$ cat src/rtl/fifo_umbral.sv
// Single-clock FIFO with live almost-full/almost-empty thresholds and an error flag.
// Define FIFO_ERR_STICKY_EN for a sticky error flag; otherwise error is a one-cycle pulse.
module fifo_umbral #(
  parameter int DATA_W = 6,
  parameter int ADDR_W = 2
) (
  input  logic              clk,
  input  logic              reset,
  input  logic              push,
  input  logic [DATA_W-1:0] data_in,
  input  logic              pop,
  input  logic [ADDR_W:0]   umbral_high,
  input  logic [ADDR_W:0]   umbral_low,
  output logic [DATA_W-1:0] data_out,
  output logic              valid_out,
  output logic              empty,
  output logic              full,
  output logic              almost_full,
  output logic              almost_empty,
  output logic              error
);
  localparam int DEPTH = 1 << ADDR_W;
  localparam logic [ADDR_W:0] DEPTH_C = DEPTH[ADDR_W:0];

  logic [DATA_W-1:0] mem [DEPTH];
  logic [ADDR_W-1:0] wr_ptr, rd_ptr;
  logic [ADDR_W:0]   count;
  logic              do_push, do_pop, ovf, udf, err_evt;

  assign empty        = (count == '0);
  assign full         = (count == DEPTH_C);
  assign almost_full  = (umbral_high != '0) && (count >= umbral_high);
  assign almost_empty = (count <= umbral_low);

  // A pop on an empty FIFO never falls through to a same-cycle push.
  assign do_pop  = pop && !empty;
  assign do_push = push && (!full || do_pop);
  assign ovf     = push && full && !pop;
  assign udf     = pop && empty;
  assign err_evt = ovf || udf;

  always_ff @(posedge clk) begin
    if (do_push && !reset) mem[wr_ptr] <= data_in;
  end

  always_ff @(posedge clk) begin
    if (reset) begin
      wr_ptr    <= '0;
      rd_ptr    <= '0;
      count     <= '0;
      data_out  <= '0;
      valid_out <= 1'b0;
      error     <= 1'b0;
    end else begin
      if (do_push) wr_ptr <= wr_ptr + 1'b1;
      if (do_pop) begin
        rd_ptr   <= rd_ptr + 1'b1;
        data_out <= mem[rd_ptr];
      end
      valid_out <= do_pop;
      case ({do_push, do_pop})
        2'b10:   count <= count + 1'b1;
        2'b01:   count <= count - 1'b1;
        default: count <= count;
      endcase
`ifdef FIFO_ERR_STICKY_EN
      error <= error || err_evt;
`else
      error <= err_evt;
`endif
    end
  end
endmodule

$ cat config.mk
export PLATFORM = sky130hd
export DESIGN_NAME = fifo_umbral
export DESIGN_NICKNAME = d
export VERILOG_FILES = /design/src/rtl/fifo_umbral.sv
export SDC_FILE = /design/constraint.sdc
export NUM_CORES = 1
export LEC_CHECK = 0
export CAP_MARGIN = 20
export CORE_MARGIN = 2
export CORE_UTILIZATION = 35
export CTS_CLUSTER_DIAMETER = 100
export CTS_CLUSTER_SIZE = 8
export DETAILED_ROUTE_END_ITERATION = 8
export PLACE_DENSITY = 0.54
export SLEW_MARGIN = 25
export SYNTH_ARGS = -nofsm -noshare
export SYNTH_HDL_FRONTEND = slang
export SYNTH_SLANG_ARGS = --single-unit
$ cat constraint.sdc
create_clock -name clk -period 2.4 [get_ports clk]
set_input_delay 0.24 -clock clk [delete_from_list [all_inputs] [get_ports clk]]
set_output_delay 0.24 -clock clk [all_outputs]
set_load 0.01 [all_outputs]
==> results.md <==
- GRT Residual Overflow: 0
- Critical Path Sink: almost_full
- Hold Buf Count CTS: 0
- Final Max Slew Viols: 0
- Outcome: complete, no violations
- Crit share post-route: between 90% and 100%
- Hpwl dp: 2.38 mm
- CTS sink count: 39
- Metal-1 WL: approximately 1.4 mm
- Post-CTS Resized: 2
- Setup_tns: 0 ns
- Leading area contributor after synthesis: edfxtp_1
- P_leak: 0.798 nW
- Synth Instances: between 100 and 150
- Tot Pwr: about 0.0017 W
- Endpoint class of the critical path: output pin
- # IOs: 28
- Sw Share: 28.8%
- RSZ-0062 raised after global routing: no
- Worst-path maximum fanout: 8
- MaxCap Viol Count: 0
- CP Launch Point: count[0]
- Area Growth Syn to Fin: 24.1%
- Tightest Pin Transition: approximately 0.50 ns
- 1st-iter DRT viols: 51
- R2R Path End: count[2]
- Comb power frac: 23.7%
- Post-route DRC: 0
- Most frequent cells in the layout: clkdlybuf4s50_1 (26), edfxtp_1 (24), nand2_1 (14)
- DR WL/cell: between 10 and 15 um
- Placer Congestion: 0.789
- P_sw: 0.000483 W
- Via count: 1141
- Ant. Diodes: 0
- Largest net degree at the start of global routing: 17
- Post-Synthesis Cell Area: 1800 sq um
- Die height: 75.8 um
- Initial antenna violation count: 0
- Clock power share: 27.1%
- Peak Freq: 432 MHz
- Pwr/cell area: 748 nW/um^2
- Internal power: about 0.0012 W
- Port Buffers: 27
- Max transition margin: roughly two thirds
- GRT Util Overall: 12.8%
- FF-to-FF setup slack: between 0.4 and 0.5 ns
- R2R Path Start: count[2]
- Hold Fails Final Rpt: 0
- R2R cell count: 5
- Worst-path cell chain: inv_1 > ha_1 > nand2b_1 > a21o_1 > a21oi_1 > nor2_1 > clkdlybuf4s50_1
- Starting Density: 35.8%
- Worst-Skew Late Latency: between 0.2 and 0.3 ns
- Min cycle time layout: 2.31 ns
- Vias in the first global route: between 1000 and 1500
- Core Footprint: roughly 5000 sq um
- H-tree levels: 2
- CTS tree: yes
- Setup Buffers After CTS: 0
- Synthesized Nets: roughly 170
- Yosys warns: 0
- Worst EP required: between 2 and 2.5 ns
- Clock Path Buffers: 2
- First-pass GRT wire length: 5.33 mm
- Avg Cell Area, Syn: 12.9 sq um
- Yosys reg bits: 39
- Post-Route Skew: 0.0105 ns
- Layout cells sized above 1: 15.1%
- CTS clock-pin slew for the worst setup and hold paths: 0.08 ns
- WL met3: 136 um
- Post-synthesis sequential area ratio: 56.6%
- Via density: between 4 and 5
- Site row count: 26
- CTS Buf Count: 5
- Met2 wire length: about 1.6 mm
- CP arrival: 2.07 ns
- Crit Path Category: flop to output pin
- Antenna Violating Nets Remaining: 0
- Final WL: approximately 3.3 mm
- Leading cell type in the layout, fill and taps excluded: clkdlybuf4s50_1
- Root Buffer: clkbuf_8
- Die width: ~76 um
- Worst hold margin: around 0.46 ns
- Crit path largest cell delay: 0.47 ns
- Yosys top cell area share: roughly 40%
- Layout filler cell count: 471
- Final core occ: 44.4%
- Crit path launch type: flop
- DRT Pass-1 Iters: 4
- Sequential Power Share: just under 50%
- Die area: approximately 5700 sq um
- Area contributors post-synth: edfxtp_1 (40%), dfxtp_1 (17%), mux4_2 (7.5%)
- Nets: just under 200
- Post-synthesis cell type count: 37
- Peak supply drop: 0.000426 V
- Slowest CP cell: clkdlybuf4s50_1
- Top Metal Used: met4
- Count of final setup violators: 0
- Min-Delay Path Class: flop to flop
[metal layers]
layer  up-vias  GRT usage, %
li1        555             -
met3         6          4.50
met4         0          4.48
met1       555          15.7
met2        25          21.0
met5         -             0
[area by class of cell]
class                   count  area, sq um  area share [%]
inverters                   9         33.8            1.51
repair buffers             32          310            13.9
clock buffers               5         68.8            3.07
multi-input cells          84          688            30.7
flip-flops and latches     39         1030            45.8
clock inverters             3         23.8            1.06
well taps                  70         87.6            3.91
[power groups by stage]
stage	logic (W)	clock network [W]	registers (W)
floorplan	0.000272	0	0.000813
global placement	0.000384	0	0.000838
detailed placement	0.000400	0	0.000839
CTS	0.000401	0.000463	0.000826
global route	0.000442	0.000492	0.000834
finish	0.000397	0.000453	0.000825
[cells by family (layout without fill, tap and decap cells)]
family          after synthesis  after routing  share of synthesized area (%)
compound gates               18             18                           7.84
flops                        39             39                           56.6
mux                           8              8                           8.88
xor+xnor                      5              5                           2.43
buf+inv                      17             49                           5.27
fa+ha+maj                    11             11                           8.04
simple gates                 42             42                           11.0
[worst min-delay path by stage]
stage | to | slack (ns) | cells past startpoint | start
2_1_floorplan | mem[0][0] | 0.34 | 0 | data_in[0]
3_3_place_gp | data_out[0] | 0.45 | 2 | data_out[0]
3_5_place_dp | data_out[1] | 0.45 | 2 | data_out[1]
4_1_cts | data_out[1] | 0.47 | 2 | data_out[1]
5_1_grt | data_out[2] | 0.48 | 2 | data_out[2]
6_report | data_out[0] | 0.46 | 2 | data_out[0]
[critical path, delay by kind of cell (launching register included)]
kind / cells / cell delay (ns)
buffers and inverters: 2 / 0.59
DFF: 1 / 0.41
AOI/OAI and AO/OA: 2 / 0.30
adders and majority gates: 1 / 0.28
and+or+nand+nor: 2 / 0.20
[through the flow]
step,instances,area [sq um],setup slack (ns)
detailed placement,234,2140,0.133
floorplan,140,1800,0.412
finish,242,2240,0.0860
global placement,234,2140,0.184
global route,242,2240,0.0132
CTS,242,2230,0.0268
[state kept, by name, indices dropped and copies added (netlist names)]
register,count
wr_ptr,2
error,1
mem,24
rd_ptr,2
valid_out,1
data_out,6
count,3
[synth_stat cells]
cell       n
xor2_1     3
clkbuf_8   1
buf_4      1
inv_1      8
a21o_1     1
o31a_1     2
a221oi_1   1
mux2_4     1
nor2b_1    1
buf_1      1
nand3_1    2
o31ai_2    1
mux4_2     6
a211oi_1   1
inv_2      1
o41ai_4    1
buf_6      2
nand3b_1   1
o21a_1     1
nand3b_2   1
fa_1       1
a21oi_1    8
dfxtp_1   15
nor3_1     3
edfxtp_1  24
buf_2      2
and3_1     1
mux2i_1    1
nand2b_1   3
nor2_1    12
xnor2_1    2
and2_1     4
o21ai_0    1
o211ai_1   1
nand2_1   14
ha_1      10
clkbuf_1   1
No activity file was read; power rests on OpenSTA's default activity.
==> RTL edit 1, RTL diff (same settings) <==
Set the parameter `DATA_W` to 3 (it was 6).
--- a/src/rtl/fifo_umbral.sv
+++ b/src/rtl/fifo_umbral.sv
@@ -1,7 +1,7 @@
 // Single-clock FIFO with live almost-full/almost-empty thresholds and an error flag.
 // Define FIFO_ERR_STICKY_EN for a sticky error flag; otherwise error is a one-cycle pulse.
 module fifo_umbral #(
-  parameter int DATA_W = 6,
+  parameter int DATA_W = 3,
   parameter int ADDR_W = 2
 ) (
   input  logic              clk,
Ports: changed (resized data_in and data_out); port bits go from 28 to 22. No check against the original RTL was run, so the function may have changed too.
==> RTL edit 1 against the unedited design <==
Cell area down 30%. Worst setup slack improved by 58 ps. Area after synthesis shrank 31%. Global-route usage shrank 0.63 points. Sequential cell count down 15. Maximum frequency is 2.6% higher. Die area is 29% lower. Sequential share of layout area down 7.0 points. Total power decreased by 38%. Wire length is 36% lower. Utilization is 1.5 points higher. Hold slack better by 9.2 ps. Largest power group unchanged.
==> RTL edit 1: results (changes against the unedited design) <==
[clocking]
cts_root_buf = clkbuf_4  ; was clkbuf_8
insertion_delay_ps = 310  ; was 290 ps
htreeDepth = 1  ; was 2
path_clk_slew_ps = 120  ; was 80 ps

[min_path]
min-delay-start = data_out[2]  ; was data_out[0]
hold-path-endpoint = data_out[2]  ; was data_out[0]

[layout]
fillers = 315  ; was 471
fin_nets = 160  ; was 198

[global_routing]
gr-usage-all-layers_pct = 12.2  ; was 12.8%
grt_pass1_wl_um = 3890  ; was 5330 um
grt_max_degree = 15  ; was 17

[yosys]
synthCells = 111  ; was 140
seq_area_frac_synth_pct = 47.9  ; was 56.6%
synth_cell_types = 35  ; was 37
synthesis.nets = 135  ; was 167
synth_area_leaders = edfxtp_1 29%, dfxtp_1 19%, ha_1 10%  ; was edfxtp_1 40%, dfxtp_1 17%, mux4_2 7.5%

[worst_setup_path]
crit_path_max_fanout = 4  ; was 8
worstPathArrival_ps = 2020  ; was 2070 ps

[power]
p_leak_nw = 0.595  ; was 0.798 nW
irDropWorstVdd_mv = 0.293  ; was 0.426 mV

[drt]
drtIter0Drc = 45  ; was 51
vias_per_cell = 4.63  ; was 4.71
wire_per_inst_um = 11.6  ; was 13.5 um

[place]
portBuffers = 21  ; was 27

[outcome]
status = completed  ; unchanged

-- RTL edit 1: final cells by class --
class                   count  area share (%)
flip-flops and latches     24            38.8
multi-input cells          72            37.1
repair buffers             26            15.9
well taps                  46            3.70
clock buffers               4            2.33
inverters                   9            2.17
-- RTL edit 1: logic make-up (layout without fill, tap and decap cells) --
| group | Yosys count | count (layout) | synth area share, % |
|---|---|---|---|
| AO/OA/AOI/OAI | 15 | 15 | 10.2 |
| XOR/XNOR | 5 | 5 | 3.49 |
| adder cells (fa/ha/maj) | 11 | 11 | 11.6 |
| buffers and inverters | 15 | 39 | 6.09 |
| flip-flops | 24 | 24 | 47.9 |
| multiplexers | 5 | 5 | 7.09 |
| AND/OR/NAND/NOR | 36 | 36 | 13.7 |
-- RTL edit 1: through the flow --
step | hold WS (ps) | instance area [um^2] | util [%]
floorplan | 319 | 1250 | -
global placement | 447 | 1520 | 44.7
detailed placement | 458 | 1520 | 44.7
CTS | 476 | 1550 | 45.8
global route | 490 | 1560 | 45.9
finish | 472 | 1560 | 45.9
-- RTL edit 1: critical path: stages, from the launching register on --
cell,delay [ps]
dfxtp_1,330
inv_1,150
ha_1,260
nand2b_1,140
a21o_1,170
a21oi_1,130
nor2_1,60
clkdlybuf4s50_1,470
-- RTL edit 1: how the worst max path moves through the flow --
stage | startpoint | endpoint | slack (ps) | cells past startpoint
3_5_place_dp | umbral_low[1] | almost_empty | 150 | 7
4_1_cts | count[0] | almost_full | 110 | 7
2_1_floorplan | count[0] | count[1] | 490 | 8
6_report | count[0] | almost_full | 140 | 7
3_3_place_gp | umbral_low[1] | almost_empty | 190 | 7
5_1_grt | count[0] | almost_full | 10 | 7
-- RTL edit 1: routing by layer --
metal | GRT usage [%] | vias up | share of wire (%)
li1 | - | 431 | -
met1 | 15.2 | 392 | 47
met2 | 20.3 | 15 | 48
met3 | 4.23 | 0 | 4.5
met4 | 2.45 | 0 | 0
met5 | 0 | - | 0
-- RTL edit 1: power by group --
| group | internal, mW | leakage, nW | total, mW | switching [mW] |
|---|---|---|---|---|
| Clock | 0.0927 | 0.0210 | 0.207 | 0.114 |
| Combinational | 0.181 | 0.366 | 0.328 | 0.147 |
| Sequential | 0.469 | 0.208 | 0.508 | 0.0393 |
==> RTL edit 2, RTL diff (same flow settings) <==
Without the edit above. Reset style: asynchronous (`reset`), changed in one clocked block.
--- a/src/rtl/fifo_umbral.sv
+++ b/src/rtl/fifo_umbral.sv
@@ -43,7 +43,7 @@
     if (do_push && !reset) mem[wr_ptr] <= data_in;
   end
 
-  always_ff @(posedge clk) begin
+  always_ff @(posedge clk or posedge reset) begin
     if (reset) begin
       wr_ptr    <= '0;
       rd_ptr    <= '0;
Behaviour: differs if reset is asserted again (counterexample within 4 cycles, from zero or initial values and one cycle with reset high); with reset held inactive, the same outputs for 10 cycles.
==> RTL edit 2 against the unedited design <==
Sequential cell count unchanged. Area after synthesis increased by 3.5%. Critical path depth decreased by 2. Cell area increased by 5.0%. Wire length decreased by 3.6%. Worst setup slack improved by 83 ps. Critical endpoint is now almost_empty.
Power is not compared: it rests on default switching activity, and its combinational part moved more than twofold at a synthesized area within 25%.
==> RTL edit 2: results (changes against the unedited design) <==
[worst_setup_path]
reg2reg_slack_ps = 280  ; was 450 ps
reg2reg_to = count[2]  ; unchanged
worstPathArrival_ps = 1990  ; was 2070 ps
rr_worst_depth = 9  ; was 5

[drt]
vias_per_cell = 4.60  ; was 4.71
wire_per_inst_um = 13.4  ; was 13.5 um

[yosys]
synth_compound_area_share_pct = 5.63  ; was 7.84%
synth_cell_types = 36  ; was 37
synth.area.mux_share_pct = 11.9  ; was 8.88%
synth_area_leaders = edfxtp_1 39%, dfrtp_1 20%, mux4_2 7.2%  ; was edfxtp_1 40%, dfxtp_1 17%, mux4_2 7.5%
seq_area_frac_synth_pct = 58.7  ; was 56.6%
synthesis.nets = 156  ; was 167
synth-xor-area-share_pct = 2.35  ; was 2.43%
async_flop_share_pct = 38.5  ; was 0%

[layout]
multi_input_gates = 72  ; was 84
clockNetworkAreaShare_pct = 4.79  ; was 4.14%
fillers = 496  ; was 471
multi_input_area_um2 = 683  ; was 688 um^2

[outcome]
status = completed  ; unchanged

[global_routing]
grt_pass1_wl_um = 5440  ; was 5330 um
grt_pass1_vias = 1115  ; was 1132
gr-usage-all-layers_pct = 12.0  ; was 12.8%
grt_use_met1_pct = 14.4  ; was 15.7%

[sta]
fin_skew_ps = 5.14  ; was 10.5 ps
tightest_slew_ps = 598  ; was 498 ps

[place]
dpl.hpwl_um = 2440  ; was 2380 um
gp_congestion = 0.849  ; was 0.789

[min_path]
hp-class = input port to async pin  ; was register to register

[RTL edit 2: changes by cell type in the layout (fill, tap and decap cells not counted), moves of 3 or more]
cell / delta
a21oi_1: -4
dfrtp_1: +14
dfxtp_1: -13
mux2_4: +4
nand2_1: -7
nor2_1: -6
o21ai_0: +3
[RTL edit 2: per-stage QoR]
| step | cell area [um^2] | setup WS, ps | utilization (%) | cells | hold WS [ps] |
|---|---|---|---|---|---|
| 2_1_floorplan | 1870 | 299 | - | 129 | 141 |
| 3_3_place_gp | 2230 | 193 | 43.4 | 226 | 491 |
| 5_1_grt | 2350 | 53.0 | 45.7 | 235 | 418 |
| 4_1_cts | 2340 | 54.9 | 45.6 | 234 | 362 |
| 3_5_place_dp | 2230 | 159 | 43.4 | 226 | 468 |
| 6_report | 2350 | 169 | 45.7 | 235 | 347 |
[RTL edit 2: power groups by stage]
stage	clock network (mW)	registers (mW)	logic (mW)
2_1_floorplan	0	1.00	0.721
3_3_place_gp	0	1.07	0.990
3_5_place_dp	0	1.07	1.04
4_1_cts	0.554	1.06	1.04
5_1_grt	0.587	1.06	1.17
6_report	0.537	1.03	1.06
[RTL edit 2: metal layers]
metal | wire length, um | vias up | part of all wire (%)
li1 | - | 525 | -
met1 | 1400 | 525 | 44
met2 | 1530 | 25 | 49
met3 | 160 | 5 | 5.1
met4 | 65 | 0 | 2.1
met5 | 0 | - | 0
[RTL edit 2: what timing repair did]
| action | CTS | global route |
|---|---|---|
| pin swaps | 0 | 0 |
| buffers inserted | 0 | 1 |
| hold buffers | 0 | 0 |
| gates resized for setup | 1 | 0 |
| setup endpoints to repair | 1 | 1 |
[RTL edit 2: worst max-delay path, stage by stage, from the launching register on]
cell and delay [ps]:
dfrtp_1 440, ha_1 300, nor2b_1 130, o21a_1 150, o21ai_0 130, clkdlybuf4s50_1 550
